`src/rtl/smg_pkg.sv`:
```
// Shared constants for the seven-segment scan decoder: digit count,
// active-low select codes for each position and the lock-state encoding.
package smg_pkg;

  localparam int NUM_DIGITS = 6;

  localparam logic [5:0] SEL_BLANK = 6'b111111;
  localparam logic [5:0] SEL_POS0  = 6'b111110;
  localparam logic [5:0] SEL_POS1  = 6'b111101;
  localparam logic [5:0] SEL_POS2  = 6'b111011;
  localparam logic [5:0] SEL_POS3  = 6'b110111;
  localparam logic [5:0] SEL_POS4  = 6'b101111;
  localparam logic [5:0] SEL_POS5  = 6'b011111;

  localparam logic [0:0] HUNT = 1'b0;
  localparam logic [0:0] LOCK = 1'b1;

endpackage

```
`src/rtl/smg_run_filter.sv`:
```
// Select-bus glitch filter: measures how long sel has been stable, emits one
// accept pulse per dwell-qualified slot and classifies the select value.
module smg_run_filter
  import smg_pkg::*;
#(
  parameter int MIN_DWELL   = 16,
  parameter int SLOT_CYCLES = 5000
) (
  input  logic       CLOCK,
  input  logic       RESET,
  input  logic [5:0] sel,
  output logic       accept,
  output logic       isBlank,
  output logic       isIllegal,
  output logic [2:0] position
);

  localparam int CNT_W = $clog2(SLOT_CYCLES + 1);
  localparam logic [5:0] SEL_POS [NUM_DIGITS] =
    '{SEL_POS0, SEL_POS1, SEL_POS2, SEL_POS3, SEL_POS4, SEL_POS5};

  logic [5:0]            prevSelReg;
  logic [CNT_W-1:0]      runCntReg;
  logic [CNT_W-1:0]      runCntNext;
  logic [NUM_DIGITS-1:0] posHit;
  logic                  stable;
  logic                  blankWrap;

  genvar gi;
  generate
    for (gi = 0; gi < NUM_DIGITS; gi++) begin : gPosHit
      assign posHit[gi] = (sel == SEL_POS[gi]);
    end
  endgenerate

  assign stable    = (sel == prevSelReg);
  assign isBlank   = (sel == SEL_BLANK);
  assign isIllegal = !isBlank && (posHit == '0);

  // A long blank run spans several slots: restarting the run every
  // SLOT_CYCLES re-arms the dwell compare, giving one extra accept per slot.
  assign blankWrap = stable && isBlank && (runCntReg == CNT_W'(SLOT_CYCLES - 1));

  always_comb begin
    runCntNext = runCntReg + 1'b1;
    if (!stable || blankWrap) begin
      runCntNext = '0;
    end else if (runCntReg == CNT_W'(SLOT_CYCLES)) begin
      runCntNext = runCntReg;
    end
  end

  assign accept = (runCntNext == CNT_W'(MIN_DWELL - 1));

  always_comb begin
    position = 3'd0;
    for (int i = 0; i < NUM_DIGITS; i++) begin
      if (posHit[i]) begin
        position = 3'(i);
      end
    end
  end

  always_ff @(posedge CLOCK or negedge RESET) begin
    if (!RESET) begin
      prevSelReg <= '0;
      runCntReg  <= '0;
    end else begin
      prevSelReg <= sel;
      runCntReg  <= runCntNext;
    end
  end

endmodule

```
`src/rtl/smg_scan_decoder.sv`:
```
// Display readback monitor: follows the scan order of a six-digit multiplexed
// display and rebuilds the shown BCD frame plus its per-digit blank mask.
module smg_scan_decoder
  import smg_pkg::*;
#(
  parameter int MIN_DWELL   = 16,
  parameter int SLOT_CYCLES = 5000
) (
  input  logic        CLOCK,
  input  logic        RESET,
  input  logic [9:0]  iScan,
  output logic [23:0] oData,
  output logic [5:0]  oBlank,
  output logic        oValid,
  output logic        oSync,
  output logic        oErr
);

  logic       accept;
  logic       isBlank;
  logic       isIllegal;
  logic [2:0] position;
  logic [3:0] digit;

  logic [0:0]            stateReg;
  logic [2:0]            expectedPosReg;
  logic [3:0]            shadowDigitReg [NUM_DIGITS];
  logic [NUM_DIGITS-1:0] shadowBlankReg;
  logic                  frameDoneReg;
  logic [23:0]           frameWord;

  assign digit = iScan[9:6];

  smg_run_filter #(
    .MIN_DWELL  (MIN_DWELL),
    .SLOT_CYCLES(SLOT_CYCLES)
  ) uRunFilter (
    .CLOCK    (CLOCK),
    .RESET    (RESET),
    .sel      (iScan[5:0]),
    .accept   (accept),
    .isBlank  (isBlank),
    .isIllegal(isIllegal),
    .position (position)
  );

  genvar gi;
  generate
    for (gi = 0; gi < NUM_DIGITS; gi++) begin : gFrame
      assign frameWord[23-4*gi -: 4] = shadowDigitReg[gi];
    end
  endgenerate

  assign oSync = (stateReg == LOCK);

  always_ff @(posedge CLOCK or negedge RESET) begin
    if (!RESET) begin
      stateReg       <= HUNT;
      expectedPosReg <= 3'd0;
      shadowBlankReg <= '0;
      frameDoneReg   <= 1'b0;
      oErr           <= 1'b0;
      oValid         <= 1'b0;
      oData          <= '0;
      oBlank         <= '0;
      for (int i = 0; i < NUM_DIGITS; i++) begin
        shadowDigitReg[i] <= '0;
      end
    end else begin
      frameDoneReg <= 1'b0;
      oErr         <= 1'b0;
      if (accept) begin
        if (stateReg == HUNT) begin
          if (!isBlank && !isIllegal && position == 3'd0) begin
            shadowDigitReg[0] <= digit;
            shadowBlankReg[0] <= 1'b0;
            expectedPosReg    <= 3'd1;
            stateReg          <= LOCK;
          end
        end else if (isIllegal || (!isBlank && position != expectedPosReg)) begin
          oErr           <= 1'b1;
          stateReg       <= HUNT;
          shadowBlankReg <= '0;
          expectedPosReg <= 3'd0;
        end else begin
          // A blank slot keeps the last visible digit so blink reads back stably.
          if (isBlank) begin
            shadowBlankReg[expectedPosReg] <= 1'b1;
          end else begin
            shadowDigitReg[expectedPosReg] <= digit;
            shadowBlankReg[expectedPosReg] <= 1'b0;
          end
          if (expectedPosReg == 3'd5) begin
            expectedPosReg <= 3'd0;
            frameDoneReg   <= 1'b1;
          end else begin
            expectedPosReg <= expectedPosReg + 3'd1;
          end
        end
      end
      if (frameDoneReg) begin
        oData  <= frameWord;
        oBlank <= shadowBlankReg;
      end
      oValid <= frameDoneReg;
    end
  end

endmodule

```
`config.mk`:
```
export PLATFORM = sky130hd
export DESIGN_NAME = smg_scan_decoder
export DESIGN_NICKNAME = d
export VERILOG_FILES = /design/src/rtl/smg_pkg.sv /design/src/rtl/smg_run_filter.sv /design/src/rtl/smg_scan_decoder.sv
export SDC_FILE = /design/constraint.sdc
export NUM_CORES = 1
export LEC_CHECK = 0
export CAP_MARGIN = 20
export CORE_MARGIN = 8
export CORE_UTILIZATION = 55
export CTS_CLUSTER_DIAMETER = 150
export DETAILED_ROUTE_END_ITERATION = 10
export DONT_BUFFER_PORTS = 1
export PLACE_DENSITY = 0.72
export SKIP_LAST_GASP = 1
export SLEW_MARGIN = 20
export SYNTH_ARGS = -nofsm -noshare
export SYNTH_HDL_FRONTEND = slang
export SYNTH_SLANG_ARGS = --single-unit
```
`constraint.sdc`:
```
create_clock -name CLOCK -period 5.39 [get_ports CLOCK]
set_input_delay 1.078 -clock CLOCK [delete_from_list [all_inputs] [get_ports CLOCK]]
set_output_delay 1.078 -clock CLOCK [all_outputs]
set_load 0.1 [all_outputs]
```
Yosys cells after proc, flatten, opt, wreduce, memory -nomap -nowiden --
Index checks and enable logic that the tools add are counted. Widths: inputs -> output; s select.
Cells by class: mux-type cells 34, equal/unequal tests 15, $mul 0, reductions and logical operators 20, magnitude comparators 4, bitwise logic cells 6, $add $sub $neg 2, divide/modulo/power cells 0, shift-type cells 0
Operator list (count):
- $mux 24 | 2
- $eq 6x6->1 const B | 6
- $eq 13x13->1 const B | 2
- $mux 13 | 2
- $bwmux 24 | 1
- $mux 3 | 6
- $mux 1 | 14
- $add 13x1->13 const B | 1
- $eq 13x4->1 const B | 1
- $demux 4 s3 | 1
- $mux 4 | 3
- $mux 6 | 2
- $logic_and 1x1->1 | 8
- $reduce_and 4->1 | 2
- $and 6x6->6 | 1
- $eq 6x5->1 const B | 1
- $eq 6x6->1 | 1
- $logic_not 6->1 | 1
- $not 6->6 | 1
- $or 6x6->6 | 1
- $ge 4x4->1 const B | 1
- $lt 3x4->1 const B | 1
- $lt 4x1->1 const B | 1
- $mux 2 | 2
- 13 further kinds | 19
Storage, ports and cells: memories kept 0, bits in writable memories 0, output and inout port bits 33, input bits 12, word-level logic and storage cells 98, bits in latches 0, register bits after elaboration 86, memory bits (read-only) 0

Depth between registers and ports, before layout --
word-level depth 12, gate-level depth with buffers 11, depth with buffers taken out 9

By module --
A second synthesis with hierarchy kept.
Second synthesis, totals: cells, all modules 315, area, all modules 3911.3 µm²
Modules (own cells, without submodules):
- smg_scan_decoder | cells each 190, area each 2751.4 µm², times used 1
- smg_run_filter | cells each 125, area each 1159.9 µm², times used 1

Worst setup path after synthesis --
No wires, ideal clock.
path type input -> register, start point input iScan[2], end point register shadowDigitReg (netlist bit frameWord[0]), data arrival time 3.119 ns, library setup time 0.128 ns, path buffers 2, data required time 5.262 ns, setup slack 2.144 ns, cell stages on the path 9, cell sequence buf_2 -> xnor2_1 -> nand2_1 -> or3_1 -> a2111oi_1 -> and4bb_1 -> buf_6 -> nand4_4 -> mux2_1
Between the ends: word-level cells in the longest chain between the ends 11, elaborated cells on any way between the ends 28
Ends and longest elaborated chain:
- start: declaration | line smg_scan_decoder.sv:11 | input logic [9:0] iScan,
- $eq 6x6->1 | line smg_run_filter.sv:32 | assign posHit[gi] = (sel == SEL_POS[gi]);
- $mux 1 | line smg_run_filter.sv:58 | if (posHit[i]) begin
- $mux 2 (2 in series) | line smg_run_filter.sv:58
- $mux 3 (2 in series) | line smg_run_filter.sv:58
- $ne 3x3->1 | line smg_scan_decoder.sv:80 | end else if (isIllegal || (!isBlank && position != expectedPosReg)) begin
- $logic_and 1x1->1 | line smg_scan_decoder.sv:80
- $logic_or 1x1->1 | line smg_scan_decoder.sv:80
- $not 1->1 (no line)
- $reduce_and 4->1 (no line) (*)
- end signal: indexed assignment | line smg_scan_decoder.sv:90 | shadowDigitReg[expectedPosReg] <= digit;
- end: declaration | line smg_scan_decoder.sv:27 | logic [3:0] shadowDigitReg [NUM_DIGITS];
Mark *: on every way between the ends. The rest lies on a longest branch, timed or not. A chain may end at the register's enable or synchronous reset.

Final worst setup path --
start point register uRunFilter.runCntReg[0], end point register shadowDigitReg (netlist bit frameWord[15])
Between the ends: word-level cells in the longest chain between the ends 6, elaborated cells on any way between the ends 9
Ends and longest elaborated chain:
- start: declaration | line smg_run_filter.sv:23 | logic [CNT_W-1:0] runCntReg;
- start signal: assignment | line smg_run_filter.sv:70 | runCntReg <= runCntNext;
- parallel branches: the longest is 3 deep, another holds $add 13x1->13
- $mux 13 (*) | line smg_run_filter.sv:46 | if (!stable || blankWrap) begin
- $eq 13x4->1 (*) | line smg_run_filter.sv:53 | assign accept = (runCntNext == CNT_W'(MIN_DWELL - 1));
- $reduce_and 4->1 (no line) (*)
Mark *: on every way between the ends.

==> impl_summary.md <==
Global route
The first-pass GRT wire length is 12.6 mm. Global routing consumed, on the met3 layer, 3.61% of the routing resources. The initial antenna violation count is 0. Global routing consumed, on the met2 layer, 22.7% of the routing resources. In the global route stage, met1 resource usage came out at 21.1%. The total track usage is 15.3%. The number of global-route vias before repair was 2428.

The busiest metal layer after global routing is met2. The leftover overflow at the end of global routing is 0. Entering global routing, the biggest net connects 87 pins.

CTS
Clock latency on the worst-skew pair, taken at its later pin, is 0.35 ns. The maximum count of clock buffers along a single path is 2. The number of sinks handled by clock tree synthesis is 86. The level count of the clock H-tree is 3. The buffer cell driving the clock tree root is sky130_fd_sc_hd__clkbuf_8. Buffers inserted to repair hold after CTS numbered 0. Once the clock tree was built, the setup fixing pass inserted 0 buffers. Clock-pin slew was measured on the worst setup and hold paths at 0.09 ns.

The CTS tree is built. The number of resized instances in the post-cts repair step is 0. The number of buffers created by CTS is 9.

Setup path
The count of buffering cells on the critical path with inverters included is 0. The kind of launch point of the worst setup path is a flop. In this design, the largest share of critical-path delay is due to simple AND/OR/NAND/NOR gates. The setup path with the least slack is of type reg2reg. The endpoint kind of the worst setup timing path is a flop.

On the worst path, the slowest cell contributes a delay of 0.92 ns. Among all stages on the critical path, the largest delay is contributed by sky130_fd_sc_hd__and4bb_1. At the worst endpoint, the required time is 5.62 ns. The arrival time of data at the critical path endpoint is 3.75 ns. The maximum fanout count along the critical path is 17. Walking the worst path, the cells encountered are ha_1, nand3_2, a2111oi_2, a211oi_1, or4_1, and4bb_1, nand4_4, mux2_1.

Synthesis
The total number of yosys warnings is 0. The post-synthesis instance area is 4070 um2. The biggest area consumer among synthesized cells is sky130_fd_sc_hd__dfrtp_1.

By area, the combinational part of the netlist is dominated by simple AND/OR/NAND/NOR gates. The number of nets handed over by synthesis was 345. For this run, the leading register cell type out of synthesis is sky130_fd_sc_hd__dfrtp_1. By count the netlist is led by sky130_fd_sc_hd__dfrtp_1, sky130_fd_sc_hd__mux2_2, sky130_fd_sc_hd__nor2_1. In this run, synthesis produced a sequential element count of 86.

The simple-gate portion of the synthesized area is 16.0%. Each instance of the synthesized netlist takes up on average 12.3 um2. The number of different library cells used by synthesis comes to 55.

The top cell type by area accounts for 52.9% of the synthesized area. The share of synthesized cell area in full adder, half adder and majority cells is 0.615%. The synthesized netlist cell count is 331. Of the total synthesized cell area, the portion taken by XOR and XNOR cells is 4.52%. Summing the sequential cell areas from Yosys gives 52.9% of the chip area.

Yosys instantiated no cell more often than sky130_fd_sc_hd__dfrtp_1. The post-synthesis compound-gate area fraction is 6.46%. Yosys attributes the largest share of cell area to sky130_fd_sc_hd__dfrtp_1, sky130_fd_sc_hd__mux2_2, sky130_fd_sc_hd__mux2_1.

The count of flip-flops with a built-in enable after synthesis is 0. After synthesis, the share of flip-flops with an asynchronous set or reset is 100%. The mux cell area share after synthesis is 15.8%.

Cells and area
The area growth from synthesis to layout is 5.26%. The proportion of layout cells with a drive suffix above 1 is 20.2%. After routing the design area is 4280 um2. The fill cell instance count of the final layout is 578.

In the final layout, flip-flops and latches occupy 2150 um2. The area of combinational cells with multiple inputs is 1770 um2. The repair_antennas step left the layout with diodes totalling 0. After the last flow step, the layout net total stands at 337.

STA
The minimum clock period is 3.53 ns. The hold violation total from the final report is 0. For the pin with the worst max-slew slack, the measured transition is 0.964 ns. After layout, the worst path uses 65.4% of the clock period.

The worst clock skew is 0.0178 ns. Setup violations remaining at the end of the flow were counted as 0. The number of slew-limit violations in the final report was 0. For the final routed database, the setup TNS stands at 0 ns. The upper clock frequency limit is 0.283 GHz.

The worst relative slew slack is 35.7%. Setup repair after global routing left no endpoint under its margin.

Flow run
The max-capacitance violation count is 0.

Run status
The run finished with clean final reports.

Pwr
Net switching is 21.4% of the power. The power dissipated by switching net loads is 237 uW. Of the total power, combinational logic draws 1.3%. The power per unit of standard cell area is 258 nW/um2.

The clock network is responsible for 40.1% of the overall power. The largest voltage drop on the vdd net is 247 uV. The internal portion of the total power is 870 uW.

The analysis attributes to cell leakage a power of 0.00197 uW. Sequential cells account for 58.6% of the total power.

Routing
After detailed routing, the average wire length per cell comes to 17.6 um. In this run the remaining antenna-violating nets after routing total 0. The first detailed-routing pass ran for 4 iterations. For this block, the routed nets add up to 7.48 mm of wire.

The routed layout has 2489 vias. The violation count after the first detailed-route iteration is 87. The detail-routed via count per cell is 5.84. In the routed design, unresolved DRC markers number 0.

Floorplanning
The total I/O pin count is 45. The floorplan die width is 102 um. The area of the core is 7210 um2. The floorplan has 31 rows. The floorplan step defined a die boundary enclosing 10400 um2. The initial cell density of the core is 56.4%. From bottom edge to top edge, the die measures 102 um.

Worst hold path
In this run the worst hold path is classified as in2async.

Placement
The final weighted congestion of routability-driven global placement is 0.846. The final HPWL from detailed placement is 5.25 mm. The post-placement cell area is 4090 um2. In this run the tool buffered the top-level ports with 0 buffer cells.
-- registers in the layout, indices dropped and copies added, names as in the netlist, 3 cells and up --
name                   count
frameWord                 24
uRunFilter.prevSelReg      6
oData                     24
shadowBlankReg             6
oBlank                     6
expectedPosReg             3
uRunFilter.runCntReg      13
-- per-layer routing --
metal  routed length [um]  up-vias  part of all wire, %
met1                 3480     1249                   46
met3                  395       13                  5.3
met2                 3470       51                   46
met4                  135        0                  1.8
met5                    0        -                    0
li1                     -     1176                    -
-- final cells by class --
type | count | area share [%]
flip-flops and latches | 86 | 50.3
multi-input cells | 217 | 41.3
clock buffers | 9 | 2.89
well taps | 99 | 2.89
clock inverters | 6 | 1.64
inverters | 7 | 0.614
repair buffers | 2 | 0.351
-- final timing paths --
check	from	end	slack, ns	depth (start not counted)
max	uRunFilter.runCntReg[0]$_DFF_PN0_	frameWord[15]$_DFFE_PN0P_	1.86	8
min	RESET	uRunFilter.prevSelReg[4]$_DFF_PN0_	0.43	0
max reg2reg	uRunFilter.runCntReg[0]$_DFF_PN0_	frameWord[15]$_DFFE_PN0P_	1.86	8
min reg2reg	frameWord[17]$_DFFE_PN0P_	frameWord[17]$_DFFE_PN0P_	0.50	1
max in group asynchronous	RESET	frameWord[4]$_DFFE_PN0P_	4.80	0
min in group CLOCK	frameWord[17]$_DFFE_PN0P_	frameWord[17]$_DFFE_PN0P_	0.50	1
-- kinds of logic (layout without fill, tap and decap cells) --
family,Yosys count,count (layout)
mux,57,57
xor+xnor,21,21
flops,86,86
buf+inv,28,24
simple gates,100,100
fa+ha+maj,2,2
compound gates,37,37
-- layout by cell type, fill, tap and decap left out, types with 6 or more instances in the layout --
cell type	count
sky130_fd_sc_hd__mux2_2	35
sky130_fd_sc_hd__nand4_4	6
sky130_fd_sc_hd__mux2_1	19
sky130_fd_sc_hd__inv_1	7
sky130_fd_sc_hd__nor2_1	25
sky130_fd_sc_hd__dfrtp_1	85
sky130_fd_sc_hd__xnor2_1	16
sky130_fd_sc_hd__clkbuf_8	9
sky130_fd_sc_hd__nand2_1	13
sky130_fd_sc_hd__a31oi_1	10
sky130_fd_sc_hd__a21oi_1	6
sky130_fd_sc_hd__nand3_1	9
-- worst reg2reg max path, cell delays in order (launching register included) --
cell	delay, ns
sky130_fd_sc_hd__dfrtp_1	0.49
sky130_fd_sc_hd__ha_1	0.29
sky130_fd_sc_hd__nand3_2	0.14
sky130_fd_sc_hd__a2111oi_2	0.35
sky130_fd_sc_hd__a211oi_1	0.11
sky130_fd_sc_hd__or4_1	0.51
sky130_fd_sc_hd__and4bb_1	0.92
sky130_fd_sc_hd__nand4_4	0.22
sky130_fd_sc_hd__mux2_1	0.39
-- per-stage QoR --
stage | hold slack, ns | std cells | power, uW | setup slack [ns] | utilization (%)
2_1_floorplan | 0.389 | 331 | 680 | 2.14 | -
3_3_place_gp | 0.469 | 411 | 676 | 1.64 | 56.7
3_5_place_dp | 0.480 | 411 | 676 | 1.56 | 56.7
4_1_cts | 0.406 | 426 | 1120 | 1.87 | 59.3
5_1_grt | 0.392 | 426 | 1150 | 1.60 | 59.3
6_report | 0.428 | 426 | 1110 | 1.86 | 59.3
-- power by group through the flow --
stage / Clock (uW) / Combinational (uW) / Sequential (uW)
floorplan: 0 / 18.8 / 661
detailed placement: 0 / 14.5 / 661
CTS: 455 / 14.7 / 648
global placement: 0 / 14.4 / 661
finish: 444 / 14.6 / 648
global route: 483 / 16.2 / 649
(Power assumes the default switching activity.)
